[src/rtl/wb_rr_arb_pkg.sv]
// Shared widths and FSM state type for the Wishbone round-robin arbiter.
package wb_arb_pkg;
    localparam int AW   = 32;
    localparam int DW   = 32;
    localparam int SW   = 4;
    localparam int TO_W = 8;

    typedef enum logic {
        IDLE = 1'b0,
        OWN  = 1'b1
    } arb_state_e;
endpackage

[src/rtl/wb_rr_pick.sv]
// Combinational round-robin picker: first requester after 'last', wrapping.
module wb_rr_pick
    import wb_arb_pkg::*;
#(
    parameter int NM = 4
) (
    input  logic [NM-1:0]         req,
    input  logic [$clog2(NM)-1:0] last,
    output logic [NM-1:0]         win
);
    localparam int LW = $clog2(NM);

    logic [LW-1:0] idx;

    // Scan farthest-first so the nearest requester after 'last' overwrites.
    always_comb begin
        win = '0;
        idx = '0;
        for (int k = NM; k >= 1; k--) begin
            idx = LW'((int'(last) + k) % NM);
            if (req[idx]) begin
                win      = '0;
                win[idx] = 1'b1;
            end
        end
    end
endmodule

[src/rtl/wb_rr_arb.sv]
// Round-robin Wishbone arbiter: NM masters share one slave, grant held while m_cyc is high.
// Optional slave-stall timeout enabled with `define WB_ARB_TIMEOUT_EN.
module wb_rr_arb
    import wb_arb_pkg::*;
#(
    parameter int NM     = 4,
    parameter int TO_CYC = 255
) (
    input  logic              clk,
    input  logic              rst,
    input  logic [NM*AW-1:0]  m_adr,
    input  logic [NM*DW-1:0]  m_din,
    output logic [DW-1:0]     m_dout,
    input  logic [NM-1:0]     m_cyc,
    input  logic [NM-1:0]     m_stb,
    input  logic [NM-1:0]     m_we,
    input  logic [NM*SW-1:0]  m_sel,
    output logic [NM-1:0]     m_ack,
    output logic [NM-1:0]     m_err,
    output logic [NM-1:0]     m_rty,
    output logic [AW-1:0]     s_adr,
    output logic [DW-1:0]     s_dout,
    output logic [SW-1:0]     s_sel,
    output logic              s_cyc,
    output logic              s_stb,
    output logic              s_we,
    input  logic [DW-1:0]     s_din,
    input  logic              s_ack,
    input  logic              s_err,
    input  logic              s_rty,
    output logic [NM-1:0]     gnt
);
    localparam int LW = $clog2(NM);

    arb_state_e    state, state_nx;
    logic [NM-1:0] gnt_q, win;
    logic [LW-1:0] last, gidx, win_idx;
    logic          own, to_hit;

    wb_rr_pick #(.NM(NM)) u_pick (
        .req  (m_cyc),
        .last (last),
        .win  (win)
    );

    always_comb begin
        win_idx = '0;
        for (int i = 0; i < NM; i++)
            if (win[i]) win_idx = LW'(i);
    end

    always_ff @(posedge clk) begin
        if (rst) begin
            state <= IDLE;
            gnt_q <= '0;
            last  <= LW'(NM - 1);
            gidx  <= '0;
        end else begin
            state <= state_nx;
            if (state == IDLE && state_nx == OWN) begin
                gnt_q <= win;
                last  <= win_idx;
                gidx  <= win_idx;
            end else if (state_nx == IDLE) begin
                gnt_q <= '0;
            end
        end
    end

    // Outputs are gated by rst so they sit at idle values for the whole reset.
    assign own    = (state == OWN) && !rst;
    assign gnt    = rst ? '0 : gnt_q;
    assign m_dout = s_din;

    always_comb begin
        state_nx = state;
        s_cyc    = 1'b0;
        s_stb    = 1'b0;
        s_we     = 1'b0;
        s_sel    = '0;
        s_adr    = '0;
        s_dout   = '0;
        m_ack    = '0;
        m_err    = '0;
        m_rty    = '0;
        case (state)
            IDLE:    if (|m_cyc) state_nx = OWN;
            OWN:     if (!m_cyc[gidx]) state_nx = IDLE;
            default: state_nx = IDLE;
        endcase
        if (own) begin
            s_cyc       = m_cyc[gidx];
            s_stb       = m_stb[gidx] && !to_hit;
            s_we        = m_we[gidx];
            s_sel       = m_sel[gidx*SW +: SW];
            s_adr       = m_adr[gidx*AW +: AW];
            s_dout      = m_din[gidx*DW +: DW];
            m_ack[gidx] = s_ack && s_stb;
            m_err[gidx] = (s_err && s_stb) || to_hit;
            m_rty[gidx] = s_rty && s_stb;
        end
    end

`ifdef WB_ARB_TIMEOUT_EN
    logic [TO_W-1:0] to_cnt;

    assign to_hit = own && m_stb[gidx] && (to_cnt == TO_W'(TO_CYC));

    // Counts stalled strobe cycles; any termination or loss of ownership restarts it.
    always_ff @(posedge clk) begin
        if (rst || state != OWN || to_hit || s_ack || s_err || s_rty)
            to_cnt <= '0;
        else if (s_stb)
            to_cnt <= to_cnt + 1'b1;
    end
`else
    logic [31:0] unused_to_cyc;
    assign unused_to_cyc = TO_CYC;
    assign to_hit        = 1'b0;
`endif
endmodule

[config.mk]
export PLATFORM = sky130hd
export DESIGN_NAME = wb_rr_arb
export DESIGN_NICKNAME = d
export VERILOG_FILES = /design/src/rtl/wb_rr_arb_pkg.sv /design/src/rtl/wb_rr_pick.sv /design/src/rtl/wb_rr_arb.sv
export SDC_FILE = /design/constraint.sdc
export NUM_CORES = 1
export LEC_CHECK = 0
export BUFFER_PORTS_ARGS = -buffer_cell sky130_fd_sc_hd__buf_2
export CAP_MARGIN = 20
export CELL_PAD_IN_SITES_DETAIL_PLACEMENT = 2
export CELL_PAD_IN_SITES_GLOBAL_PLACEMENT = 2
export CORE_AREA = 3 3 172 174
export DETAILED_ROUTE_END_ITERATION = 8
export DIE_AREA = 0 0 175 177
export PLACE_DENSITY = 0.73
export SETUP_SLACK_MARGIN = 0.2
export SYNTH_ARGS = -nofsm -noshare
export SYNTH_HDL_FRONTEND = slang
export SYNTH_SLANG_ARGS = --single-unit
[constraint.sdc]
create_clock -name clk -period 3.5 [get_ports clk]
set_clock_uncertainty 0.2 [all_clocks]
set_input_delay 0.175 -clock clk [delete_from_list [all_inputs] [get_ports clk]]
set_output_delay 0.175 -clock clk [all_outputs]
set_load 0.02 [all_outputs]
==> impl_metrics.csv <==
group,metric,value,unit
run_status,outcome,"finished, final reports clean",
clock_network,cts.repair.resized,0,
sta,postLayoutSetupSlackWorst,0.643,ns
floorplan,die_area,31000,µm²
finish,layout-drive-gt1-share,0.730,
clock_network,ctsLongestPathBuffers,2,
logic_synthesis,fraction_of_the_mapped_netlist_area_in_compound_gates,0.0680,
setup_path,critical_path_launch_point_type,"flip-flop",
placement,worst_setup_slack_after_placement,0.662,ns
global_route,wire_length_of_the_first_global_routing_pass,30400,µm
logic_synthesis,post_synthesis_share_of_cell_area_spent_on_xor_and_xnor_gates,0,
placement,hpwl,17700,µm
sta,final_min_period_over_clock_period,0.816,
logic_synthesis,syn_inst,325,
route,routedWlPerCell,20.0,µm
sta,clock.fmax,350,MHz
placement,place_inst,1019,
floorplan,std_cell_rows,61,
setup_path,critical-path-max-stage-delay,0.52,ns
logic_synthesis,syn-mean-instance-area,10.2,µm²
route,detailedRoute.firstPassIterationCount,4,
clock_network,clk_pin_slew,0.04,ns
clock_network,cts_sinks,9,
floorplan,die_width,175,µm
logic_synthesis,synthesis.nets,653,
floorplan,placeableCoreArea,27900,µm²
worst_hold_path,worstHoldPathType,"in -> reg",
worst_hold_path,timing.hold.worst_path_depth,2,
clock_network,htreeDepth,1,
logic_synthesis,synthesis.yosys.warnings,0,
finish,area_growth_from_synthesis_to_final_layout,64.6,%
logic_synthesis,combinational_family_with_the_most_area_after_synthesis,"multiplexers",
global_route,grt_pass1_vias,4790,
sta,number_of_max_slew_violations_in_the_final_report,0,
setup_path,timing.reg2reg.worst_path_depth,7,
setup_path,crit_path_end_kind,"flip-flop",
sta,tightest_slew,0.654,ns
logic_synthesis,ys_seq_elements,9,
global_route,pin_count_of_the_biggest_net_entering_global_routing,47,
floorplan,floorplan.initialDensity,0.119,
floorplan,ios,440,
route,detail_route.iter0.violations,88,
clock_network,cts-buffers-inserted,3,
setup_path,critical_path.cell_chain,"inv_1 -> ha_1 -> mux2_2 -> mux2i_1 -> a2111oi_0 -> o21ai_0 -> a22o_1",
route,postRouteAntennaNets,0,
logic_synthesis,synth_fa_ha_area_frac,0.0263,
power,static-leakage-power,0.00288,µW
logic_synthesis,synth_cell_type_count,38,
placement,gp_congestion,0.867,
logic_synthesis,syn_area,3330,µm²
route,detailroute.wirelength.met3,1660,µm
global_route,overflow,0,
logic_synthesis,yosys-mux-area-fraction,0.525,
setup_path,worstPathRequired,3.48,ns
sta,rsz_0062_raised_after_global_routing,"no",
clock_network,clock_tree.root_cell,"sky130_fd_sc_hd__clkbuf_16",
route,vias,4286,
power,worst_ir_drop_vdd,332,µV
power,power_density,439,nW/µm²
route,met2RoutedLength,10800,µm
global_route,groute.usage.overall,0.125,
setup_path,critPathKind,"reg -> reg",
sta,setup_total_negative_slack,0,ns
sta,hold_violations,0,
setup_path,critical_path_arrival,2.83,ns
clock_network,postCtsHoldBufs,0,
clock_network,worst_skew_pair.late_latency,0.24,ns
route,detail_route.wirelength,20500,µm
finish,final-instance-count-excl-fill,1024,
setup_path,ff2ff_setup_slack,0.64,ns
sta,setup_viol,0,
logic_synthesis,synth_sequential_area_ratio,0.0541,
clock_network,cts_tree,"yes",
placement,portBuffers,375,
route,detail_route.drc_violations,0,
logic_synthesis,synth_simple_gate_area_frac,0.203,
finish,nNetsFinal,974,
setup_path,ff_to_ff_end,"gnt_q[1]",
setup_path,worst_path_max_delay_cell,"sky130_fd_sc_hd__dfxtp_1",
floorplan,die_y,177,µm
worst_hold_path,min_from,"rst",
clock_network,postCtsSetupRepairBufs,0,
global_route,antenna_found_initial,2,
worst_hold_path,min_to,"state",
route,routed.top_layer,"met5",
setup_path,critical_path_peak_fanout,9,
sta,slew_headroom,0.564,
setup_path,regToRegStartpoint,"last[1]",
sta,layout_min_cycle_time,2.86,ns
route,wl_met1,7800,µm
job,timing.max_cap.violations,0,
finish,layout.core_utilization,0.196,
route,viasPerCell,4.19,
[worst max-delay path: cells and delay by family (launching register included)]
family	cells	cell delay, ns
compound gates	3	0.77
mux	2	0.74
flops	1	0.52
fa+ha+maj	1	0.41
buf+inv	1	0.17
[synth_stat cells]
library cell | count | area share
sky130_fd_sc_hd__nor2b_1 | 6 | 0.011
sky130_fd_sc_hd__mux2_2 | 3 | 0.010
sky130_fd_sc_hd__mux4_2 | 73 | 0.49
sky130_fd_sc_hd__or2_2 | 1 | 0.0019
sky130_fd_sc_hd__a31o_1 | 1 | 0.0026
sky130_fd_sc_hd__a32oi_1 | 1 | 0.0026
sky130_fd_sc_hd__a221o_1 | 1 | 0.0030
sky130_fd_sc_hd__inv_1 | 6 | 0.0068
sky130_fd_sc_hd__a221oi_1 | 1 | 0.0026
sky130_fd_sc_hd__a21o_1 | 2 | 0.0045
sky130_fd_sc_hd__clkbuf_1 | 29 | 0.033
sky130_fd_sc_hd__nand4b_1 | 1 | 0.0026
sky130_fd_sc_hd__o211ai_1 | 2 | 0.0045
sky130_fd_sc_hd__nand2b_1 | 4 | 0.0075
sky130_fd_sc_hd__o21ai_0 | 3 | 0.0045
sky130_fd_sc_hd__a211oi_1 | 1 | 0.0023
sky130_fd_sc_hd__o2bb2ai_1 | 2 | 0.0053
sky130_fd_sc_hd__a31o_2 | 1 | 0.0026
sky130_fd_sc_hd__o31ai_1 | 1 | 0.0023
sky130_fd_sc_hd__nand4_1 | 1 | 0.0019
sky130_fd_sc_hd__buf_4 | 32 | 0.072
sky130_fd_sc_hd__and3_1 | 71 | 0.13
sky130_fd_sc_hd__nor3_1 | 1 | 0.0015
sky130_fd_sc_hd__a2111oi_0 | 1 | 0.0026
sky130_fd_sc_hd__mux2i_1 | 7 | 0.021
sky130_fd_sc_hd__a22o_1 | 1 | 0.0026
sky130_fd_sc_hd__ha_1 | 7 | 0.026
sky130_fd_sc_hd__and2_1 | 1 | 0.0019
sky130_fd_sc_hd__o22ai_1 | 4 | 0.0075
sky130_fd_sc_hd__o211a_1 | 1 | 0.0030
sky130_fd_sc_hd__buf_2 | 8 | 0.012
sky130_fd_sc_hd__a211o_1 | 2 | 0.0053
sky130_fd_sc_hd__a21oi_2 | 1 | 0.0026
sky130_fd_sc_hd__a21oi_1 | 5 | 0.0075
sky130_fd_sc_hd__nand2_1 | 13 | 0.015
sky130_fd_sc_hd__nor2_1 | 17 | 0.019
sky130_fd_sc_hd__nor4_1 | 4 | 0.0075
sky130_fd_sc_hd__dfxtp_1 | 9 | 0.054
[how the worst max path moves through the flow]
stage,from,end,cells after the start
6_report,last[1],gnt_q[1],7
5_1_grt,last[1],gnt_q[1],7
4_1_cts,last[1],gnt_q[1],7
3_5_place_dp,last[1],gnt_q[1],7
3_3_place_gp,last[1],gnt_q[1],7
2_1_floorplan,last[0],last[0],8
[kinds of logic (layout without fill, tap and decap cells)]
| family | Yosys count | in the layout |
|---|---|---|
| buffers and inverters | 75 | 395 |
| other | 0 | 1 |
| AO/OA/AOI/OAI | 31 | 31 |
| flip-flops | 9 | 9 |
| AND/OR/NAND/NOR | 120 | 120 |
| adder cells (fa/ha/maj) | 7 | 7 |
| multiplexers | 83 | 83 |
[cells in the final DEF, fill, tap and decap left out, drive strengths merged, types with 2 or more instances in the layout]
cell	instances
mux4	73
nor4	4
o211ai	2
and3	71
o22ai	4
o2bb2ai	2
nand2b	4
mux2	3
buf	385
nor2b	6
a31o	2
inv	6
mux2i	7
dfxtp	9
a21oi	6
ha	7
nor2	17
clkbuf	4
a21o	2
a211o	2
o21ai	3
nand2	13
[layer usage]
layer | vias up | GRT usage
li1 | 1912 | -
met1 | 2141 | 0.146
met2 | 213 | 0.237
met3 | 16 | 0.0332
met4 | 4 | 0.0113
met5 | - | 0
[stage by stage]
step	instance area, µm²	hold WS, ns	total power, µW
CTS	5480	0.0647	2440
finish	5480	0.0683	2410
global placement	5400	0.150	2170
global route	5480	0.0872	2610
detailed placement	5400	0.150	2230
floorplan	3330	0.232	1660
[where the power goes]
part,switching (µW),internal (µW)
combinational,934,996
clock,52.0,153
sequential,123,148
[area by class of cell]
| class | count | area [µm²] |
|---|---|---|
| multi-input cells | 241 | 2740 |
| inverters | 6 | 22.5 |
| clock buffers | 4 | 78.8 |
| repair buffers | 385 | 1980 |
| flip-flops and latches | 9 | 189 |
| fillers | 3343 | 22500 |
| well taps | 378 | 473 |
| diodes | 1 | 2.50 |
[sequential cells by signal, summed over array words and instances (netlist names)]
register  count
gnt_q         4
gidx          2
last          2
state         1
Power figures use the tool's default switching activity.
